<file path="config.mk">
export PLATFORM = sky130hd
export DESIGN_NAME = fetch_unit
export DESIGN_NICKNAME = d
export VERILOG_FILES = /design/src/rtl/fetch_pkg.sv /design/src/rtl/if_id_reg.sv /design/src/rtl/fetch_unit.sv
export SDC_FILE = /design/constraint.sdc
export NUM_CORES = 1
export LEC_CHECK = 0
export CELL_PAD_IN_SITES_DETAIL_PLACEMENT = 2
export CELL_PAD_IN_SITES_GLOBAL_PLACEMENT = 2
export CORE_MARGIN = 1
export CORE_UTILIZATION = 25
export DETAILED_ROUTE_END_ITERATION = 8
export HOLD_SLACK_MARGIN = 0.06
export PLACE_DENSITY_LB_ADDON = 0.1
export SKIP_LAST_GASP = 1
export SYNTH_ARGS = -nofsm -noshare
export SYNTH_HDL_FRONTEND = slang
export SYNTH_HIERARCHICAL = 1
export SYNTH_SLANG_ARGS = --single-unit
export TNS_END_PERCENT = 5
</file>
<file path="constraint.sdc">
create_clock -name clk -period 2.5 [get_ports clk]
set_clock_uncertainty 0.1 [all_clocks]
set_input_delay 0.375 -clock clk [delete_from_list [all_inputs] [get_ports clk]]
set_output_delay 0.375 -clock clk [all_outputs]
set_load 0.01 [all_outputs]
</file>
<file path="src/rtl/fetch_pkg.sv">
// Shared definitions for the instruction fetch stage: FSM states and the
// canonical no-op instruction used to fill a flushed IF/ID register.
package fetch_pkg;

    typedef enum logic [1:0] {
        BOOT = 2'd0,
        RUN  = 2'd1,
        HALT = 2'd2
    } fetch_state_t;

    // addi x0, x0, 0
    localparam logic [31:0] NOP = 32'h0000_0013;

endpackage

</file>
<file path="src/rtl/if_id_reg.sv">
// IF/ID pipeline register with load, hold and flush controls.
module if_id_reg
    import fetch_pkg::*;
#(
    parameter int unsigned PC_W = 9
) (
    input  logic            clk,
    input  logic            reset,
    input  logic            load,
    input  logic            flush,
    input  logic [PC_W-1:0] pc_in,
    input  logic [31:0]     instr_in,
    output logic [PC_W-1:0] pc,
    output logic [31:0]     instr,
    output logic            valid
);

    logic [PC_W-1:0] pc_q;
    logic [31:0]     instr_q;
    logic            valid_q;

    // Flush wins over load so a redirect can never let a stale fetch through.
    always_ff @(posedge clk) begin
        if (reset || flush) begin
            pc_q    <= '0;
            instr_q <= NOP;
            valid_q <= 1'b0;
        end else if (load) begin
            pc_q    <= pc_in;
            instr_q <= instr_in;
            valid_q <= 1'b1;
        end
    end

    assign pc    = pc_q;
    assign instr = instr_q;
    assign valid = valid_q;

endmodule

</file>
<file path="src/rtl/fetch_unit.sv">
// Instruction fetch stage: PC sequencing, branch redirect with target checking,
// stall hold and a sticky fault that parks the unit until reset.
module fetch_unit
    import fetch_pkg::*;
#(
    parameter int unsigned     PC_W     = 9,
    parameter logic [PC_W-1:0] RESET_PC = '0
) (
    input  logic            clk,
    input  logic            reset,
    input  logic            PcSel,
    input  logic [31:0]     BrPC,
    input  logic            Stall,
    input  logic [31:0]     Instr_rdata,
    output logic [PC_W-1:0] Pc,
    output logic [PC_W-1:0] IfId_PC,
    output logic [31:0]     IfId_Instr,
    output logic            IfId_Valid,
    output logic            Fault,
    output logic [31:0]     FaultPC,
    output logic [31:0]     FetchCnt
);

    fetch_state_t    state_q, state_d;
    logic [PC_W-1:0] pc_q, pc_d;
    logic            fault_q, fault_d;
    logic [31:0]     fault_pc_q, fault_pc_d;
    logic [31:0]     cnt_q, cnt_d;
    logic            ifid_load, ifid_flush;
    logic            bad_target;

    // Target must be word aligned and fit in the PC address space.
    assign bad_target = (BrPC[1:0] != 2'b00) || ((BrPC >> PC_W) != 32'd0);

    always_comb begin
        state_d    = state_q;
        pc_d       = pc_q;
        fault_d    = fault_q;
        fault_pc_d = fault_pc_q;
        cnt_d      = cnt_q;
        ifid_load  = 1'b0;
        ifid_flush = 1'b0;
        unique case (state_q)
            BOOT: state_d = RUN;
            RUN: begin
                if (PcSel) begin
                    ifid_flush = 1'b1;
                    if (bad_target) begin
                        state_d    = HALT;
                        fault_d    = 1'b1;
                        fault_pc_d = BrPC;
                    end else begin
                        pc_d = BrPC[PC_W-1:0];
                    end
                end else if (!Stall) begin
                    ifid_load = 1'b1;
                    pc_d      = pc_q + PC_W'(4);
                    cnt_d     = cnt_q + 32'd1;
                end
            end
            HALT: ;
            default: state_d = BOOT;
        endcase
    end

    always_ff @(posedge clk) begin
        if (reset) begin
            state_q    <= BOOT;
            pc_q       <= RESET_PC;
            fault_q    <= 1'b0;
            fault_pc_q <= '0;
            cnt_q      <= '0;
        end else begin
            state_q    <= state_d;
            pc_q       <= pc_d;
            fault_q    <= fault_d;
            fault_pc_q <= fault_pc_d;
            cnt_q      <= cnt_d;
        end
    end

    if_id_reg #(
        .PC_W (PC_W)
    ) u_if_id_reg (
        .clk      (clk),
        .reset    (reset),
        .load     (ifid_load),
        .flush    (ifid_flush),
        .pc_in    (pc_q),
        .instr_in (Instr_rdata),
        .pc       (IfId_PC),
        .instr    (IfId_Instr),
        .valid    (IfId_Valid)
    );

    assign Pc       = pc_q;
    assign Fault    = fault_q;
    assign FaultPC  = fault_pc_q;
    assign FetchCnt = cnt_q;

endmodule

</file>
* Word-level counts from Yosys, hierarchy flattened
Cells that the tools add are included.
** Word-level totals
- Bits in registers :: 118
- Bits of input ports :: 68
- Output and inout port bits :: 116
- Word-level logic and storage cells :: 39
** Cells by class
- $add $sub $neg :: 2
- Eq/ne operators :: 6
- Muxes and demuxes :: 11
- Bitwise gates (word level) :: 3
- Reduce and logical (&&, ||, !) cells :: 9
** Operator list (number)
- 32-bit by 1-bit adder with 32-bit output, second input constant :: 1
- 32-bit nonzero test :: 1
- 9-bit two-way mux :: 3
- 3-bit AND reduction :: 4
- 9-bit by 3-bit adder with 9-bit output, second input constant :: 1
- 2-bit inequality test, second input constant :: 4
- 2-bit one-hot mux with 3 select lines :: 1
- 1-bit two-way mux :: 5
- 2-bit two-way mux :: 2
- 1-bit inverter :: 3
- 2-bit by 1-bit equality test with 1-bit output, second input constant :: 1
- 2-bit equality test, second input constant :: 1
- 2-bit zero test :: 1
- 1-bit logical OR :: 2
- 2-bit nonzero test :: 1

* Longest topological paths before layout
Gate-level depths: netlist of run 1.
- Depth after elaboration :: 5
- Mapped depth :: 8
- Gate-level depth less buffers :: 6

* By module
The synthesis of run 1 kept the hierarchy.
** Modules (own cells, without submodules)
- fetch_unit :: times used 1, cells each 403, area each 3308.2 um2, seq. area each 1521.5 um2
- if_id_reg :: times used 1, cells each 137, area each 1505.2 um2, seq. area each 840.8 um2

* Worst setup path before layout of run 1
No wires, ideal clock.
- Kind :: input-to-reg
- From :: input port PcSel
- To :: register u_if_id_reg.instr_q[0], in the netlist u_if_id_reg/instr[0]
- Setup time :: 0.121 ns
- Data arrival time :: 1.864 ns
- Required time :: 2.279 ns
- Setup slack :: 0.416 ns
- Stages on the path :: 8
- Path buffers :: 4
- Path through :: or4b_1 buf_6 inv_4 buf_2 buf_4 buf_4 mux2i_1 nand2_1
** Between the ends
- Elaborated cells on any way between the ends :: 5
- Classes of those cells :: mux (4); reduce/logical (1)
** RTL lines
- start: declaration :: line fetch_unit.sv:11 : input logic PcSel,
- 1-bit two-way mux :: line fetch_unit.sv:46 : if (PcSel) begin
- 1-bit two-way mux :: line fetch_unit.sv:43 : unique case (state_q)
- named net ifid_load :: line fetch_unit.sv:29 : logic ifid_load, ifid_flush;
- end signal: assignment :: line if_id_reg.sv:30 : instr_q <= instr_in;
- end: declaration :: line if_id_reg.sv:19 : logic [31:0] instr_q;
The timed path passes the listed nets, and every way through them passes these cells.
A chain may end at the register's enable or synchronous reset.

* Worst setup path in the final report of run 1
- From :: input port BrPC[0]
- To :: register pc_q[4], in the netlist Pc[4]
** Between the ends
- Longest elaborated chain between the ends :: 4
** Ends and longest elaborated chain
- start: declaration :: line fetch_unit.sv:12 : input logic [31:0] BrPC,
- 2-bit nonzero test :: line fetch_unit.sv:33 : assign bad_target = (BrPC[1:0] != 2'b00) || ((BrPC >> PC_W) != 32'd0);
- 1-bit logical OR :: line fetch_unit.sv:33
- 2-bit inequality test (no line)
- 3-bit AND reduction (no line)
- end signal: assignment :: line fetch_unit.sv:75 : pc_q <= pc_d;
- end: declaration :: line fetch_unit.sv:25 : logic [PC_W-1:0] pc_q, pc_d;
Every way passes these cells.

==> impl_metrics.yaml, run 1 <==
sta:
  drv_slew: 0
  slew_headroom_pct: 62.77
  rsz0062_at_grt: "no"
  fin_crit_sh_pct: 92.79
  tightest_slew_ns: 0.5584
  max_freq_mhz: 431.1
  setup_viol: 0
  final.min_clock_period_ns: 2.320
  setup-tns-final_ns: 0
  hold_viol: 0
logic_synthesis:
  ys.flop_type: "dfxtp_1"
  async_flop_share_pct: 0
  syn_nets: 610
  synth-edff-count: 0
  yosysWarnings: 6
  synth_compound_area_share_pct: 6.940
  yosysUniqueCellTypes: 43
  postSynthAreaPerCell_um2: 8.914
  ys_seq_area_share_pct: 49.08
  synth-adder-area-share_pct: 0.5199
  synthCells: 540
  syn_area_um2: 4813
  synthSimpleGateAreaFrac_pct: 25.27
  synth-xor-area-share_pct: 4.003
  yosys-mux-area-fraction_pct: 9.930
  synth_top_family_by_area: "simple AND/OR/NAND/NOR gates"
  ys_ff_latch: 118
clock_network:
  clockRootBuffer: "clkbuf_16"
  cts_tree: "yes"
  clkSlewWorstSetupHoldPaths_ns: 0.06
  cts_max_level: 4
  cts_buffer_depth: 2
  post_cts_resized: 0
  post_cts_buffers: 0
  cts.sinks: 118
  clk-insertion-delay-late_ns: 0.42
  numCtsBuffers: 17
  holdBufCountCts: 0
detailed_routing:
  num_vias: 4660
  wirelength_mm: 17.25
  drc_errors: 0
  wl_met1_mm: 7.225
  viasPerCell: 4.721
  drt-pass1-iter-count: 4
  wl_met2_mm: 9.128
  routedWlPerCell_um: 17.48
  drt_iter0_drc: 123
  dr_wl_met3_um: 688
  ant_nets: 0
  top_layer: "met4"
critical_path:
  critPathSlowestCell: "nor4_1"
  cp_cell_sequence: "clkdlybuf4s50_1, nor4_1, buf_4, nand4_1, or2_2, buf_4, a211oi_1"
  end_kind: "flip-flop"
  crit_fanout: 8
  crit_start: "BrPC[0]"
  slowest_delay_ns: 0.46
  rr_startpoint: "state_q[1]$_SDFFE_PP0P_"
  required_ns: 2.71
  cp-start-kind: "input pin"
  worstSetupPathType: "input pin to flip-flop"
  cpMostUsedCell: "buf_4"
  worstPathArrival_ns: 2.53
grt:
  grt_overflow: 0
  grt_pass1_vias: 5129
  grt_pass1_wl_mm: 27.54
  track_usage_pct: 18.00
  antenna_found_initial: 0
  grt_max_degree: 40
placement:
  gp_congestion: 0.7521
  placed_cells: 955
  placed_cell_area_um2: 7008
  io_buffers: 183
  hpwl_mm: 12.71
layout:
  final_util_pct: 40.49
  ff_latch_area_um2: 2362
  nNetsFinal: 810
  fin_cells: 987
  layout_common_cells: "182 x clkdlybuf4s50_1, 118 x dfxtp_1, 79 x nand2_1"
  antenna_cells: 0
  final_area_um2: 7599
  layout_commonest_cell: "clkdlybuf4s50_1"
  fillers: 2081
  drive_above_1_share_pct: 10.23
  area_growth_pct: 57.86
  multi_input_area_um2: 2250
floorplanning:
  core-area_um2: 18770
  die_area_um2: 19810
  pin_count: 184
  start_util_pct: 25.65
  die_h_um: 140.8
  num_rows: 50
  die_x_um: 140.8
pwr:
  p_per_area_nw_per_um2: 640.2
  peakVddDrop_v: 0.0004669
  p_leak_uw: 0.002701
  power_uw: 4865
run_status:
  status: "finished clean"
hold_path:
  min-delay-start: "reset"
  min_path_type: "input pin to flip-flop"
run:
  max-cap-violations: 0
-- cells in the mapped netlist, types with 3 or more instances --
| cell | n | area share [%] |
|---|---|---|
| o21ai_0 | 5 | 0.52 |
| buf_2 | 3 | 0.31 |
| nor3_1 | 10 | 1.0 |
| clkbuf_1 | 19 | 1.5 |
| and3_1 | 11 | 1.4 |
| nand2_1 | 79 | 6.2 |
| xor2_1 | 15 | 2.7 |
| nand3_1 | 21 | 2.2 |
| or3_1 | 8 | 1.0 |
| mux2_2 | 6 | 1.4 |
| xnor2_1 | 7 | 1.3 |
| nor2b_1 | 5 | 0.65 |
| and2_1 | 3 | 0.39 |
| o311ai_0 | 3 | 0.55 |
| nor4_1 | 8 | 1.0 |
| dfxtp_1 | 118 | 49 |
| and4_1 | 6 | 1.1 |
| nand4_1 | 17 | 2.2 |
| nor2_1 | 77 | 6.0 |
| mux2i_1 | 41 | 8.5 |
| buf_4 | 3 | 0.47 |
| buf_6 | 6 | 1.4 |
| a21oi_1 | 44 | 4.6 |
-- worst max-delay path, delay by kind of cell --
kind	cells	cell delay, ns
simple gates	3	1.10
buf+inv	3	0.81
compound gates	1	0.25
-- sequential cells by signal, indices dropped and copies added, names as in the netlist --
signal	cells
Fault	1
FaultPC	32
FetchCnt	32
Pc	9
state_q	2
u_if_id_reg/instr	32
u_if_id_reg/pc	9
u_if_id_reg/valid	1
-- worst paths after layout --
check	cells past startpoint	end	slack, ns
max	7	Pc[4]$_SDFFE_PP0P_	0.18
min	2	FetchCnt[25]$_SDFFE_PP0P_	0.35
max reg2reg	6	FetchCnt[28]$_SDFFE_PP0P_	0.47
min reg2reg	2	FaultPC[28]$_SDFFE_PP0P_	0.36
-- metal layers --
layer | GRT usage, % | up-vias
met5 | 0 | -
met4 | 6.064 | 0
met3 | 4.688 | 14
met2 | 32.91 | 97
met1 | 20.17 | 2285
li1 | - | 2264
-- kinds of logic (layout without fill, tap and decap cells) --
kind of cell | after synthesis | after routing
compound gates | 60 | 60
simple gates | 256 | 256
fa+ha+maj | 2 | 2
xor+xnor | 22 | 22
flops | 118 | 118
mux | 47 | 47
buf+inv | 35 | 248
-- cell type report --
class                   instances  share of cell area, %
clock inverters                14                  1.992
repair buffers                213                  27.50
multi-input cells             387                  29.61
flip-flops and latches        118                  31.09
well taps                     234                  3.853
inverters                       3                 0.1811
clock buffers                  18                  5.780
-- power breakdown --
| part | switching (uW) | internal (uW) | leakage, uW | total, uW |
|---|---|---|---|---|
| Sequential | 30.4 | 1930 | 0.000955 | 1960 |
| Clock | 957 | 1500 | 0.000287 | 2460 |
| Combinational | 207 | 240 | 0.00146 | 447 |
| Total | 1190 | 3670 | 0.00270 | 4860 |
-- metrics by stage --
step                hold WS, ns  setup slack (ns)
finish                   0.3508            0.1801
global route             0.3636           0.06695
CTS                      0.3347            0.1926
detailed placement       0.3508           -0.2344
global placement         0.3444           -0.1456
floorplan                0.3257            0.4157
(Power assumes the default switching activity.)
==> inputs of run 2 (changes only) <==
- ABC_AREA: not set -> 1
- CORE_UTILIZATION: 25 -> 24
==> impl_metrics.yaml, run 2 <==
hold_path:
  min_path_type: "flip-flop to flip-flop"
logic_synthesis:
  syn_area_um2: 5305
  synth_most_common_cell: "nor2_1"
  ys_seq_area_share_pct: 44.53
  synth-edff-count: 0
  postSynthAreaPerCell_um2: 6.741
  syn_nets: 857
  yosysUniqueCellTypes: 31
  yosysTopAreaCellShare_pct: 44.53
  ys_ff_latch: 118
  synth_top_area_cell: "dfxtp_1"
  netlist_top_cells_area: "dfxtp_1 45%, nor2_1 15%, nand2_1 13%, inv_1 6.6%, o21ai_0 3.3%"
  synth_common_cells: "217 x nor2_1, 184 x nand2_1, 118 x dfxtp_1, 93 x inv_1, 35 x o21ai_0"
  synthCells: 787
  yosysWarnings: 6
  ys.flop_type: "dfxtp_1"
  async_flop_share_pct: 0
layout:
  nNetsFinal: 1040
  final_area_um2: 7984
  drive_above_1_share_pct: 5.799
  layout_common_cells: "217 x nor2_1, 184 x nand2_1, 183 x clkdlybuf4s50_1"
  layout_commonest_cell: "nor2_1"
  fin_cells: 1263
  antenna_cells: 0
  area_growth_pct: 50.50
clock_network:
  clockRootBuffer: "clkbuf_16"
  cts_max_level: 4
  holdBufCountCts: 0
  numCtsBuffers: 17
  post_cts_resized: 0
  cts_tree: "yes"
  clk-insertion-delay-late_ns: 0.41
  post_cts_buffers: 0
  clkSlewWorstSetupHoldPaths_ns: 0.06
  cts.sinks: 118
  cts_buffer_depth: 2
pwr:
  peakVddDrop_v: 0.0004559
  p_leak_uw: 0.003232
  p_per_area_nw_per_um2: 632.8
detailed_routing:
  routedWlPerCell_um: 13.96
  drc_errors: 0
  drt-pass1-iter-count: 4
  drt_iter0_drc: 127
  viasPerCell: 4.286
  wirelength_mm: 17.63
  ant_nets: 0
  num_vias: 5413
sta:
  drv_slew: 0
  hold_viol: 0
  tightest_slew_ns: 1.022
  max_freq_mhz: 504.4
  setup_viol: 0
  fin_crit_sh_pct: 79.30
  rsz0062_at_grt: "no"
  final.min_clock_period_ns: 1.982
  slew_headroom_pct: 31.69
  worst_slack_ns: 0.5175
  setup-tns-final_ns: 0
  hold_ws_ns: 0.3520
grt:
  grt_overflow: 0
  track_usage_pct: 16.42
  grt_pass1_vias: 5670
  grt_pass1_wl_mm: 29.08
  grt_max_degree: 83
  antenna_found_initial: 0
placement:
  hpwl_mm: 13.01
  placed_cells: 1231
  io_buffers: 183
  placed_cell_area_um2: 7406
  post-place-ws_ns: 0.06990
  gp_congestion: 0.7377
floorplanning:
  num_rows: 54
  start_util_pct: 24.38
  pin_count: 184
  die_area_um2: 22700
  die_h_um: 150.7
  die_x_um: 150.7
  core-area_um2: 21760
critical_path:
  worstSetupPathType: "flip-flop to flip-flop"
  end_kind: "flip-flop"
  worstPathArrival_ns: 2.22
  required_ns: 2.74
  cp-start-kind: "flip-flop"
  crit_fanout: 34
run:
  max-cap-violations: 0
run_status:
  status: "finished clean"
run 2: final cells by class:
type | count | area (um^2)
Inverter | 95 | 356.6
Clock inverter | 9 | 100.1
Tap cell | 280 | 350.3
Sequential cell | 118 | 2362
Multi-Input combinational cell | 545 | 2392
Fill cell | 2615 | 13770
Clock buffer | 23 | 478.0
Timing Repair Buffer | 193 | 1944
run 2: through the flow:
stage,utilization [%],total power (uW)
after floorplan,-,2347
after global placement,34.04,2686
after detailed placement,34.04,2697
after CTS,36.70,5165
after global routing,36.70,5299
final,36.70,5053
run 2: worst paths after layout:
kind / start / to / slack, ns / cells after the start
hold reg to reg: u_if_id_reg/valid$_SDFFE_PP0P_ / u_if_id_reg/valid$_SDFFE_PP0P_ / 0.35 / 1
setup / recovery: state_q[1]$_SDFFE_PP0P_ / FaultPC[5]$_SDFFE_PP0P_ / 0.52 / 7
hold / removal: u_if_id_reg/valid$_SDFFE_PP0P_ / u_if_id_reg/valid$_SDFFE_PP0P_ / 0.35 / 1
setup reg to reg: state_q[1]$_SDFFE_PP0P_ / FaultPC[5]$_SDFFE_PP0P_ / 0.52 / 7
run 2: worst max-delay path, stage by stage, from the launching register on:
cell     delay [ns]
dfxtp_1        0.30
inv_1          0.12
nand2_2        0.10
nor2_1         0.31
nand2_2        0.20
inv_2          0.51
nor2_1         0.12
nor2_1         0.16
run 2: power breakdown:
group	switching (uW)	leakage [uW]	total (uW)	internal (uW)
Clock	873	0.000283	2410	1540
Combinational	300	0.00199	626	326
Sequential	52.4	0.000960	2020	1960
Total	1230	0.00323	5050	3830
run 2: cells by family (layout without fill, tap and decap cells):
group           after synthesis  after routing  share of synthesized area (%)
simple gates                468            468                          36.60
buf+inv                     124            320                          10.38
flops                       118            118                          44.53
compound gates               66             66                          6.533
xor+xnor                      9              9                          1.486
fa+ha+maj                     2              2                         0.4716
run 2: metal layers:
layer,GRT usage [%],vias to the layer above,wire length [um],part of all wire [%]
met5,0,-,0,0
li1,-,2772,-,-
met1,20.46,2496,8343,47
met3,5.455,13,1270,7.2
met2,26.50,132,7807,44
met4,5.400,0,209,1.2
==> inputs of run 3 (changes only) <==
- CORE_UTILIZATION: 24 -> 21
- clock period: 2.5 -> 1.8 ns (I/O delays scaled with it)
==> impl_metrics.yaml, run 3 (synthesized netlist as in run 2, its figures left out) <==
layout:
  area_growth_pct: 58.18
  drive_above_1_share_pct: 9.430
  layout_commonest_cell: "nor2_1"
  layout_common_cells: "217 x nor2_1, 184 x nand2_1, 183 x clkdlybuf4s50_1"
  antenna_cells: 0
  nNetsFinal: 1075
clock_network:
  cts_max_level: 4
  clockRootBuffer: "clkbuf_16"
  cts.sinks: 118
  cts_buffer_depth: 2
  holdBufCountCts: 0
  clkSlewWorstSetupHoldPaths_ns: 0.06
  numCtsBuffers: 17
  clk-insertion-delay-late_ns: 0.41
  cts_tree: "yes"
critical_path:
  critPathTopFamily: "buffers and inverters"
  worstPathArrival_ns: 1.48
  cp-start-kind: "flip-flop"
  cp_cell_sequence: "buf_4, clkdlybuf4s50_1"
  slowest_delay_ns: 0.59
  path_buf_inv: 2
  worstRegToRegCells: 6
  required_ns: 1.43
  critPathSlowestCell: "clkdlybuf4s50_1"
  end_kind: "output port"
  worstSetupPathType: "flip-flop to output port"
  critical_path_depth: 2
  crit_fanout: 5
hold_path:
  hold_depth: 3
  min_path_type: "input pin to flip-flop"
sta:
  tightest_slew_ns: 1.006
  fin_crit_sh_pct: 102.8
  hold_viol: 0
  setup-tns-final_ns: -0.2372
  rsz0062_at_grt: "yes"
  worst_slack_ns: -0.04971
  slew_headroom_pct: 32.76
  final.min_clock_period_ns: 1.850
  setup_viol: 13
  drv_slew: 0
  max_freq_mhz: 540.6
floorplanning:
  num_rows: 57
  die_x_um: 160.9
  core-area_um2: 24530
  die_area_um2: 25900
  die_h_um: 160.9
  start_util_pct: 21.62
  pin_count: 184
grt:
  antenna_found_initial: 0
  track_usage_pct: 14.88
  grt_pass1_wl_mm: 30.57
  grt_pass1_vias: 5819
  grt_overflow: 0
  grt_max_degree: 43
placement:
  io_buffers: 183
  gp_congestion: 0.6933
  hpwl_mm: 13.84
run_status:
  violations: "setup timing"
  status: "finished with violations"
pwr:
  power_uw: 7281
  p_per_area_nw_per_um2: 867.6
  p_leak_uw: 0.003433
  peakVddDrop_v: 0.0004098
run:
  max-cap-violations: 0
detailed_routing:
  drc_errors: 0
  drt-pass1-iter-count: 4
  num_vias: 5588
  wirelength_mm: 18.63
  drt_iter0_drc: 174
  routedWlPerCell_um: 13.88
  viasPerCell: 4.164
  ant_nets: 0
## run 3: final cells by class
class,instances,area [um^2]
Fill cell,2917,16140
Multi-Input combinational cell,545,2392
Sequential cell,118,2365
Timing Repair Buffer,228,2257
Clock buffer,19,442.9
Tap cell,324,405.4
Inverter,95,356.6
Clock inverter,13,172.7
## run 3: stage by stage
step	worst slack (ns)	cells	utilization, %	cell area (um^2)	hold WS (ns)
final	-0.04971	1342	34.21	8392	0.3507
after global routing	-0.1615	1342	34.21	8392	0.3474
after CTS	-0.08793	1342	34.21	8392	0.3304
after detailed placement	-0.4140	1310	31.69	7774	0.3468
after global placement	-0.3397	1310	31.69	7774	0.3359
after floorplan	0.1572	787	-	5305	0.2963
## run 3: where the power goes
part / internal (uW) / switching [uW] / leakage (uW) / total [uW]
Clock: 2230 / 1330 / 0.000287 / 3570
Combinational: 490 / 431 / 0.00219 / 921
Sequential: 2730 / 68.0 / 0.000961 / 2790
Total: 5450 / 1830 / 0.00343 / 7280
## run 3: per-layer routing
layer  global-route usage (%)  share of wire (%)  routed length, um  vias to the layer above
met4                    4.760                1.0                194                        0
met2                    23.22                 44               8171                      139
li1                         -                  -                  -                     2842
met3                    4.571                6.6               1226                       13
met5                        0                  0                  0                        -
met1                    19.46                 49               9039                     2594
## run 3: tightest hold or removal path, cell delays in order
cell and delay, ns:
clkdlybuf4s50_1 0.41, nand2_1 0.07, nand3_1 0.06
## run 3: worst paths after layout
kind | from | to | slack (ns)
max | FetchCnt[0]$_SDFFE_PP0P_ | FetchCnt[0] | -0.05
min reg2reg | u_if_id_reg/valid$_SDFFE_PP0P_ | u_if_id_reg/valid$_SDFFE_PP0P_ | 0.35
max reg2reg | state_q[1]$_SDFFE_PP0P_ | u_if_id_reg/pc[3]$_SDFFE_PP0P_ | 0.05
min | Instr_rdata[0] | u_if_id_reg/instr[0]$_SDFFE_PP1P_ | 0.35
## run 3: timing repair
| action | 4_1_cts | 5_1_grt |
|---|---|---|
| cloned | 0 | 0 |
| buffers inserted | 0 | 0 |
| setup endpoints to repair | 31 | 86 |
| pin swaps | 0 | 1 |
| gates resized for setup | 2 | 0 |
